==> config.mk <==
export PLATFORM = sky130hd
export DESIGN_NAME = seg_scan_driver
export DESIGN_NICKNAME = d
export VERILOG_FILES = /design/src/rtl/seg_scan_driver.sv
export SDC_FILE = /design/constraint.sdc
export NUM_CORES = 1
export LEC_CHECK = 0
export ABC_AREA = 1
export CORE_MARGIN = 8
export CORE_UTILIZATION = 52
export DETAILED_ROUTE_END_ITERATION = 10
export PLACE_DENSITY = 0.78
export SETUP_SLACK_MARGIN = 0.05
export SYNTH_ARGS = -nofsm -noshare
export SYNTH_HDL_FRONTEND = slang
export SYNTH_SLANG_ARGS = --single-unit
==> constraint.sdc <==
create_clock -name CLK -period 1.7 [get_ports CLK]
set_input_delay 0.425 -clock CLK [delete_from_list [all_inputs] [get_ports CLK]]
set_output_delay 0.425 -clock CLK [all_outputs]
set_load 0.01 [all_outputs]
==> src/rtl/seg_scan_driver.sv <==
// Multiplexed N-digit seven-segment driver: latches a binary value, converts it
// to BCD by shift-add-3, then scans digits with blanking, blink and overflow.
module seg_scan_driver #(
    parameter int DIGITS     = 4,
    parameter int VAL_W      = 14,
    parameter int SCAN_DIV   = 1000,
    parameter int BLINK_FR   = 64,
    parameter bit ACTIVE_LOW = 1'b0,
    parameter bit BLANK_LZ   = 1'b1
) (
    input  logic              CLK,
    input  logic              RST,
    input  logic [VAL_W-1:0]  DATA_IN,
    input  logic              LOAD,
    input  logic              BLINK,
    output logic              BUSY,
    output logic              OVF,
    output logic [6:0]        SEG,
    output logic [DIGITS-1:0] DIGIT_EN
);

    localparam int BW = 4 * DIGITS;
    localparam int IW = (DIGITS > 1) ? $clog2(DIGITS) : 1;
    localparam int SW = $clog2(SCAN_DIV);
    localparam int FW = (BLINK_FR > 1) ? $clog2(BLINK_FR) : 1;
    localparam int CW = $clog2(VAL_W);
    localparam logic [63:0] LIMIT = 64'(10 ** DIGITS);
    localparam logic [3:0]  DASH  = 4'hF;

    typedef enum logic [1:0] {
        IDLE,
        CONV,
        COMMIT
    } state_t;

    state_t            state;
    logic [VAL_W-1:0]  sh;
    logic [BW-1:0]     bcd;
    logic [BW-1:0]     bcd_nx;
    logic [BW-1:0]     disp;
    logic [CW-1:0]     step;
    logic              over;

    // One double-dabble step: correct nibbles, then shift in the binary MSB.
    always_comb begin
        bcd_nx = bcd;
        for (int i = 0; i < DIGITS; i++) begin
            if (bcd[4*i +: 4] >= 4'd5) begin
                bcd_nx[4*i +: 4] = bcd[4*i +: 4] + 4'd3;
            end
        end
        bcd_nx = {bcd_nx[BW-2:0], sh[VAL_W-1]};
    end

    always_ff @(posedge CLK) begin
        if (RST) begin
            state <= IDLE;
            sh    <= '0;
            bcd   <= '0;
            step  <= '0;
            over  <= 1'b0;
            disp  <= '0;
            BUSY  <= 1'b0;
            OVF   <= 1'b0;
        end else begin
            unique case (state)
                IDLE: begin
                    if (LOAD) begin
                        sh    <= DATA_IN;
                        bcd   <= '0;
                        step  <= '0;
                        over  <= (64'(DATA_IN) >= LIMIT);
                        BUSY  <= 1'b1;
                        state <= CONV;
                    end
                end
                CONV: begin
                    bcd  <= bcd_nx;
                    sh   <= {sh[VAL_W-2:0], 1'b0};
                    step <= step + 1'b1;
                    if (step == CW'(VAL_W - 1)) begin
                        state <= COMMIT;
                    end
                end
                COMMIT: begin
                    if (over) begin
                        disp <= {DIGITS{DASH}};
                        OVF  <= 1'b1;
                    end else begin
                        disp <= bcd;
                        OVF  <= 1'b0;
                    end
                    BUSY  <= 1'b0;
                    state <= IDLE;
                end
                default: state <= IDLE;
            endcase
        end
    end

    logic [SW-1:0] scnt;
    logic [IW-1:0] idx;
    logic [FW-1:0] fcnt;
    logic          phase;
    logic          wrap;
    logic          last;

    assign wrap = (scnt == SW'(SCAN_DIV - 1));
    assign last = (idx == IW'(DIGITS - 1));

    always_ff @(posedge CLK) begin
        if (RST) begin
            scnt  <= '0;
            idx   <= '0;
            fcnt  <= '0;
            phase <= 1'b0;
        end else begin
            scnt <= wrap ? '0 : scnt + 1'b1;
            if (wrap) begin
                idx <= last ? '0 : idx + 1'b1;
                // Frame boundary: advance or restart the blink cadence.
                if (last) begin
                    if (!BLINK) begin
                        fcnt  <= '0;
                        phase <= 1'b0;
                    end else if (fcnt == FW'(BLINK_FR - 1)) begin
                        fcnt  <= '0;
                        phase <= ~phase;
                    end else begin
                        fcnt <= fcnt + 1'b1;
                    end
                end
            end
        end
    end

    function automatic logic [6:0] glyph(input logic [3:0] n);
        case (n)
            4'd0:    glyph = 7'h3F;
            4'd1:    glyph = 7'h06;
            4'd2:    glyph = 7'h5B;
            4'd3:    glyph = 7'h4F;
            4'd4:    glyph = 7'h66;
            4'd5:    glyph = 7'h6D;
            4'd6:    glyph = 7'h7D;
            4'd7:    glyph = 7'h07;
            4'd8:    glyph = 7'h7F;
            4'd9:    glyph = 7'h67;
            DASH:    glyph = 7'h40;
            default: glyph = 7'h00;
        endcase
    endfunction

    logic [3:0]        nib;
    logic [DIGITS-1:0] zero_up;
    logic              lz;
    logic [6:0]        seg_nx;
    logic [DIGITS-1:0] en_nx;

    // zero_up[i]: digit i and every digit above it are zero.
    always_comb begin
        nib     = '0;
        lz      = 1'b0;
        en_nx   = '0;
        zero_up = '0;
        zero_up[DIGITS-1] = (disp[BW-1 -: 4] == 4'd0);
        for (int i = DIGITS - 2; i >= 0; i--) begin
            zero_up[i] = zero_up[i+1] && (disp[4*i +: 4] == 4'd0);
        end
        for (int i = 0; i < DIGITS; i++) begin
            if (idx == IW'(i)) begin
                nib      = disp[4*i +: 4];
                en_nx[i] = 1'b1;
                lz       = (i > 0) && zero_up[i];
            end
        end
        seg_nx = glyph(nib);
        if ((BLINK && phase) || (BLANK_LZ && !OVF && lz)) begin
            seg_nx = 7'h00;
        end
    end

    always_ff @(posedge CLK) begin
        if (RST) begin
            SEG      <= {7{ACTIVE_LOW}};
            DIGIT_EN <= {DIGITS{ACTIVE_LOW}};
        end else begin
            SEG      <= seg_nx ^ {7{ACTIVE_LOW}};
            DIGIT_EN <= en_nx ^ {DIGITS{ACTIVE_LOW}};
        end
    end

endmodule

## Yosys cells after proc, flatten, opt, wreduce, memory -nomap -nowiden

Memories as Yosys holds them, arrays and structs flattened. A register that Yosys moved wholly into a read port is not among the register bits.
Cells that the tools add are included.

- Bits in writable memories: 0
- Input bits: 18
- Output and inout bits: 13
- Latch bits: 0
- Bits in read-only memories: 112
- Flip-flop bits (word level): 78
- Memories kept: 1
- Word-level logic and storage cells: 93

- Div/mod/pow operators: 0
- Bitwise operators: 1
- Equal/unequal tests: 11
- $mul: 0
- Reduce and logical (&&, ||, !) cells: 21
- Mux-type cells: 33
- Shift operators: 0
- Order comparisons: 5
- $add $sub $neg: 8

Memory list:

| name | depth | bits a word | read ports | clocked after memory_dff | write ports | RTL line | text |
|---|---|---|---|---|---|---|---|
| (no name shown) | 16 | 7 | 1 | 1 | 0 | 138 | `case (n)` |

Operator list:

| operator | count |
|---|---|
| 16-bit 2-to-1 mux | 2 |
| 4-bit 2-to-1 mux | 8 |
| 16-bit one-hot mux with 2 select lines | 1 |
| 14-bit one-hot mux with 2 select lines | 1 |
| 4-bit by 3-bit greater-or-equal comparator with 1-bit output, second input constant | 4 |
| 14-bit greater-or-equal comparator, second input constant | 1 |
| 14-bit 2-to-1 mux | 1 |
| 4-bit by 2-bit adder with 4-bit output, second input constant | 3 |
| 4-bit zero test | 3 |
| 6-bit 2-to-1 mux | 2 |
| 1-bit 2-to-1 mux | 11 |
| 10-bit by 1-bit adder with 10-bit output, second input constant | 1 |
| 10-bit equality test, second input constant | 1 |
| 2-bit AND reduction | 5 |
| 4-bit one-hot mux with 2 select lines | 1 |
| 6-bit by 1-bit adder with 6-bit output, second input constant | 1 |
| 2-bit equality test, second input constant | 3 |
| 6-bit equality test, second input constant | 1 |
| 2-bit 2-to-1 mux | 3 |
| 4-bit by 1-bit adder with 4-bit output, second input constant | 1 |
| 2-bit by 1-bit equality test with 1-bit output, second input constant | 2 |
| 4-bit equality test, second input constant | 1 |
| 1-bit logical AND | 4 |
| 2-bit zero test | 2 |
| 13 further kinds | 16 |

## Logic depth before layout (Yosys ltp)

- Depth in word-level cells: 9
- Depth in mapped cells: 14
- Mapped depth without buffers: 14

## Least setup slack after synthesis

Ideal clock, no wire load.

- Path kind: register to register
- Start point: register idx[0]
- End point: register SEG[4]
- Stages on the path, launching flop included: 13
- Slack: -0.083 ns
- Clock period less this slack: 1.783 ns
- Required time: 1.586 ns
- Setup time: 0.114 ns
- Buffers on the path: 1
- Arrival: 1.670 ns
- Path through: dfxtp_1 > inv_1 > ha_1 > buf_2 > a21oi_1 > nand2_1 > a21boi_2 > inv_1 > ha_1 > nand2_1 > nand2_1 > a21oi_1 > nor2_1

- Word-level cells in the longest chain between the ends: 7
- Elaborated cells on any way between the ends: 14
- Those cells by class: eq/ne (3); mux (7); reduce/logical (4)

RTL lines:

| item | RTL line | text |
|---|---|---|
| from (decl) | 102 | `logic [IW-1:0] idx;` |
| from (signal assigned) | 120 | `idx <= last ? '0 : idx + 1'b1;` |
| 2-bit by 1-bit equality test with 1-bit output | 171 | `if (idx == IW'(i)) begin` |
| 1-bit 2-to-1 mux (3 in a row) | 171 |  |
| 1-bit logical AND | 178 | `if ((BLINK && phase) \|\| (BLANK_LZ && !OVF && lz)) begin` |
| 1-bit logical OR | 178 |  |
| 2-bit OR reduction (no source line) | -- |  |
| to (decl) | 18 | `output logic [6:0] SEG,` |

Parallel ways exist; a longest one is shown, timed or not.
A chain may end at the register's enable or synchronous reset.

## Worst setup path after layout

- Start point: register idx[1]
- End point: register SEG[0]

Same word-level chain as after synthesis.

==> results by group <==
Outcome
  – Status: finished, violations left
  – Failing checks: setup timing

Finish
  – Final std cell area, no fill: 0.005066 mm²
  – Diodes inserted: 0
  – Share of layout cells above drive strength 1: 18.24%
  – Final standard cell utilization of the core: 66.25%
  – Area growth from synthesis to layout: 24.43%
  – Final layout net count: 618

Worst setup path
  – Critical path data arrival time: 2.03 ns
  – RR Endpoint: SEG[0]
  – Critical path class: flip-flop to flip-flop
  – Maximum single-stage delay on the critical path: 0.36 ns
  – Crit. End Element: flip-flop
  – Critical path launch point type: flip-flop
  – Crit path max-delay cell type: dfxtp_4
  – Reg-to-Reg Start: idx[1]
  – Setup slack, reg-to-reg: -0.06 ns
  – Required time of the critical path: 1.97 ns
  – Sequence of cells on the critical path: buf_6, ha_4, a21oi_4, nand2_2, a21boi_4, buf_6, buf_4, nand3_1, a21oi_1
  – Worst r2r path cells: 9
  – Most frequent cell on the critical path: buf_6
  – Worst-path fanout max: 6

Placement
  – Port bufs: 30
  – Total placed instance area: 0.004613 mm²
  – Routability congestion estimate from global placement: 0.8560
  – Sum of net half-perimeters after detailed placement: 5888 µm

Floorplan
  – Floorplan die width: 104.5 µm
  – Die footprint: 0.01092 mm²
  – Starting density of the core: 53.24%
  – Placement row count: 32
  – Height of the chip: 104.5 µm
  – Number of ports placed on the die boundary: 31
  – Core ar.: 0.007647 mm²

Clock tree
  – CTS tree: built
  – Clock transition at path regs: 0.07 ns
  – Clock Sinks: 85
  – Number of buffers inserted during clock tree synthesis: 9
  – Number of buffers inserted by hold repair at cts: 0
  – Clock Latency Late Sink: 0.34 ns
  – Count of H-tree levels built during CTS: 3
  – Root Buffer: clkbuf_8
  – Worst-case clock buffer depth: 2

Timing
  – Setup Skew: 0.005986 ns
  – Hold violation total from the final report: 0
  – Time the worst path needs with I/O delays and setup: 1.758 ns
  – Final WS setup: -0.05764 ns
  – Final worst-path cycle share: 103.4%
  – Fmax: 0.5689 GHz
  – Worst max-slew margin expressed relative to the limit: 78.13%
  – Max-slew violation total from the final report: 0
  – Transition at the pin with the smallest max-transition slack: 0.3246 ns
  – Unrepaired setup endpoints after global routing: yes
  – Final setup fails: 7

Synth
  – Yosys reg bits: 85
  – Cell area after synthesis: 0.004071 mm²
  – Synthesized area per cell: 7.740 µm²
  – Biggest area contributors in the synthesized netlist: dfxtp_1 (42%), nand2_1 (11%), ha_1 (7.1%)
  – Number of synthesized flops with an enable pin: 0
  – Share of async-settable or async-resettable flops after synthesis: 0%
  – Number of warnings issued by yosys: 0
  – Most repeated cell in the gate-level netlist after synthesis: nand2_1
  – Area share of the leading cell type in the synthesized netlist: 41.79%
  – Sequential-to-total area share from yosys stat: 41.79%
  – Ranking of synthesized cells by instance count: nand2_1 (120), dfxtp_1 (85), inv_1 (56), a21oi_1 (54), nor2_1 (34)
  – Count of distinct cell types in the synthesized netlist: 41
  – Post-synthesis cell type with the largest combined area: dfxtp_1
  – Gate count of the mapped netlist: 526
  – Post-Syn Nets: 567
  – Leading register cell type out of synthesis: dfxtp_1

Pwr
  – Worst IR drop on VDD: 0.5484 mV
  – Power per standard cell area: 826.4 mW/mm²
  – Leakage: 2.102 nW

Routing
  – Average wire per cell in the routed design: 12.48 µm
  – Total vias in the final route: 3623
  – DRC violation total after the first TritonRoute iteration: 159
  – Vias per cell: 5.305
  – Drt pass-1 iters: 4
  – Total Routed Length: 8521 µm
  – DRC errors left: 0
  – Residual antenna-violating net count after detailed routing: 0

Worst hold path
  – Worst hold path endpoint: fcnt[4]
  – Hold WC Path Type: primary input to flip-flop
  – Worst hold path stage count: 2
  – Worst Min Path Start: RST

Global route
  – Global router's overall resource usage: 16.11%
  – Maximum number of pins on one net before global-route repair: 51
  – First-pass GRT wire length: 15030 µm
  – Vias in the first global route: 3518
  – Overflow left after global routing: 0
  – Antenna violations before repair: 0

Job
  – Number of max-cap violations: 0
## critical path, delay by kind of cell, from the launching register on
| kind | cells | cell delay [ns] |
|---|---|---|
| compound gates | 3 | 0.57 |
| buf+inv | 3 | 0.35 |
| simple gates | 2 | 0.22 |
| flops | 1 | 0.36 |
| fa+ha+maj | 1 | 0.18 |
## flip-flops by register name, summed over array words and instances (netlist names)
name / flops
sh: 14
DIGIT_EN: 4
over: 1
disp: 16
scnt: 10
step: 4
BUSY: 1
state: 2
bcd: 16
idx: 2
SEG: 7
fcnt: 6
OVF: 1
phase: 1
## how the worst max path moves through the flow
stage,from,to,slack (ns)
2_1_floorplan,idx[0],SEG[3],0.03
3_5_place_dp,idx[1],SEG[3],-0.11
3_3_place_gp,idx[1],SEG[3],-0.03
4_1_cts,idx[1],SEG[3],0.02
6_report,idx[1],SEG[0],-0.06
5_1_grt,idx[1],SEG[4],-0.22
## cell families (layout without fill, tap and decap cells)
| family | Yosys count | after routing | share of synthesized area, % |
|---|---|---|---|
| XOR/XNOR | 8 | 8 | 1.721 |
| AO/OA/AOI/OAI | 114 | 114 | 17.21 |
| AND/OR/NAND/NOR | 213 | 213 | 23.76 |
| flip-flops | 85 | 85 | 41.79 |
| buffers and inverters | 83 | 138 | 8.451 |
| adder cells (fa/ha/maj) | 23 | 23 | 7.068 |
## metal layers
layer	global-route usage (%)	share of wire (%)	vias to the layer above
met4	8.273	2.8	0
met5	0	0	-
li1	-	-	1847
met3	3.470	3.6	20
met2	27.87	49	62
met1	18.16	45	1694
## through the flow
step	worst slack, ns	TNS [ns]	std cells	power [mW]	hold slack [ns]
after CTS	0.01735	0	682	4.224	0.3609
after detailed placement	-0.1100	-0.4436	662	2.410	0.4501
after global placement	-0.02627	-0.05407	662	2.402	0.4343
final	-0.05764	-0.3019	683	4.187	0.3709
after global routing	-0.2152	-1.091	683	4.347	0.3672
after floorplan	0.02846	0	526	2.278	0.4256
## cell type report
class / instances / area [µm²]
clock inverters: 4 / 120.1
well taps: 102 / 127.6
repair buffers: 60 / 560.5
inverters: 63 / 246.5
clock buffers: 11 / 141.4
fillers: 619 / 2581
flip-flops and latches: 85 / 1714
multi-input cells: 358 / 2156
## placed cells by master (no fill, tap or decap), drive strengths merged, types with 2 or more instances in the layout
cell and count:
a211oi 11, a21oi 57, a221oi 9, a22oi 4, a31oi 10, and3 2, buf 31, bufinv 4
clkbuf 11, clkdlybuf4s50 23, dfxtp 85, dlygate4sd2 2, dlymetal6s2s 4, ha 23, inv 62, nand2 123
nand3 28, nand4 8, nor2 38, nor3 6, nor3b 3, o21ai 19, o221ai 2, or2 3
xor2 7
## power breakdown
part	switching (mW)	internal, mW
clock	0.672	1.16
combinational	0.164	0.129
sequential	0.0277	2.04
total	0.864	3.32
## what timing repair did
| item | CTS | global route |
|---|---|---|
| hold endpoints to repair | 0 | 0 |
| setup endpoints to repair | 9 | 17 |
| cloned | 0 | 0 |
| pin swaps | 7 | 9 |
| buffers inserted | 5 | 1 |
| gates resized for setup | 17 | 28 |
Power figures use the tool's default switching activity.
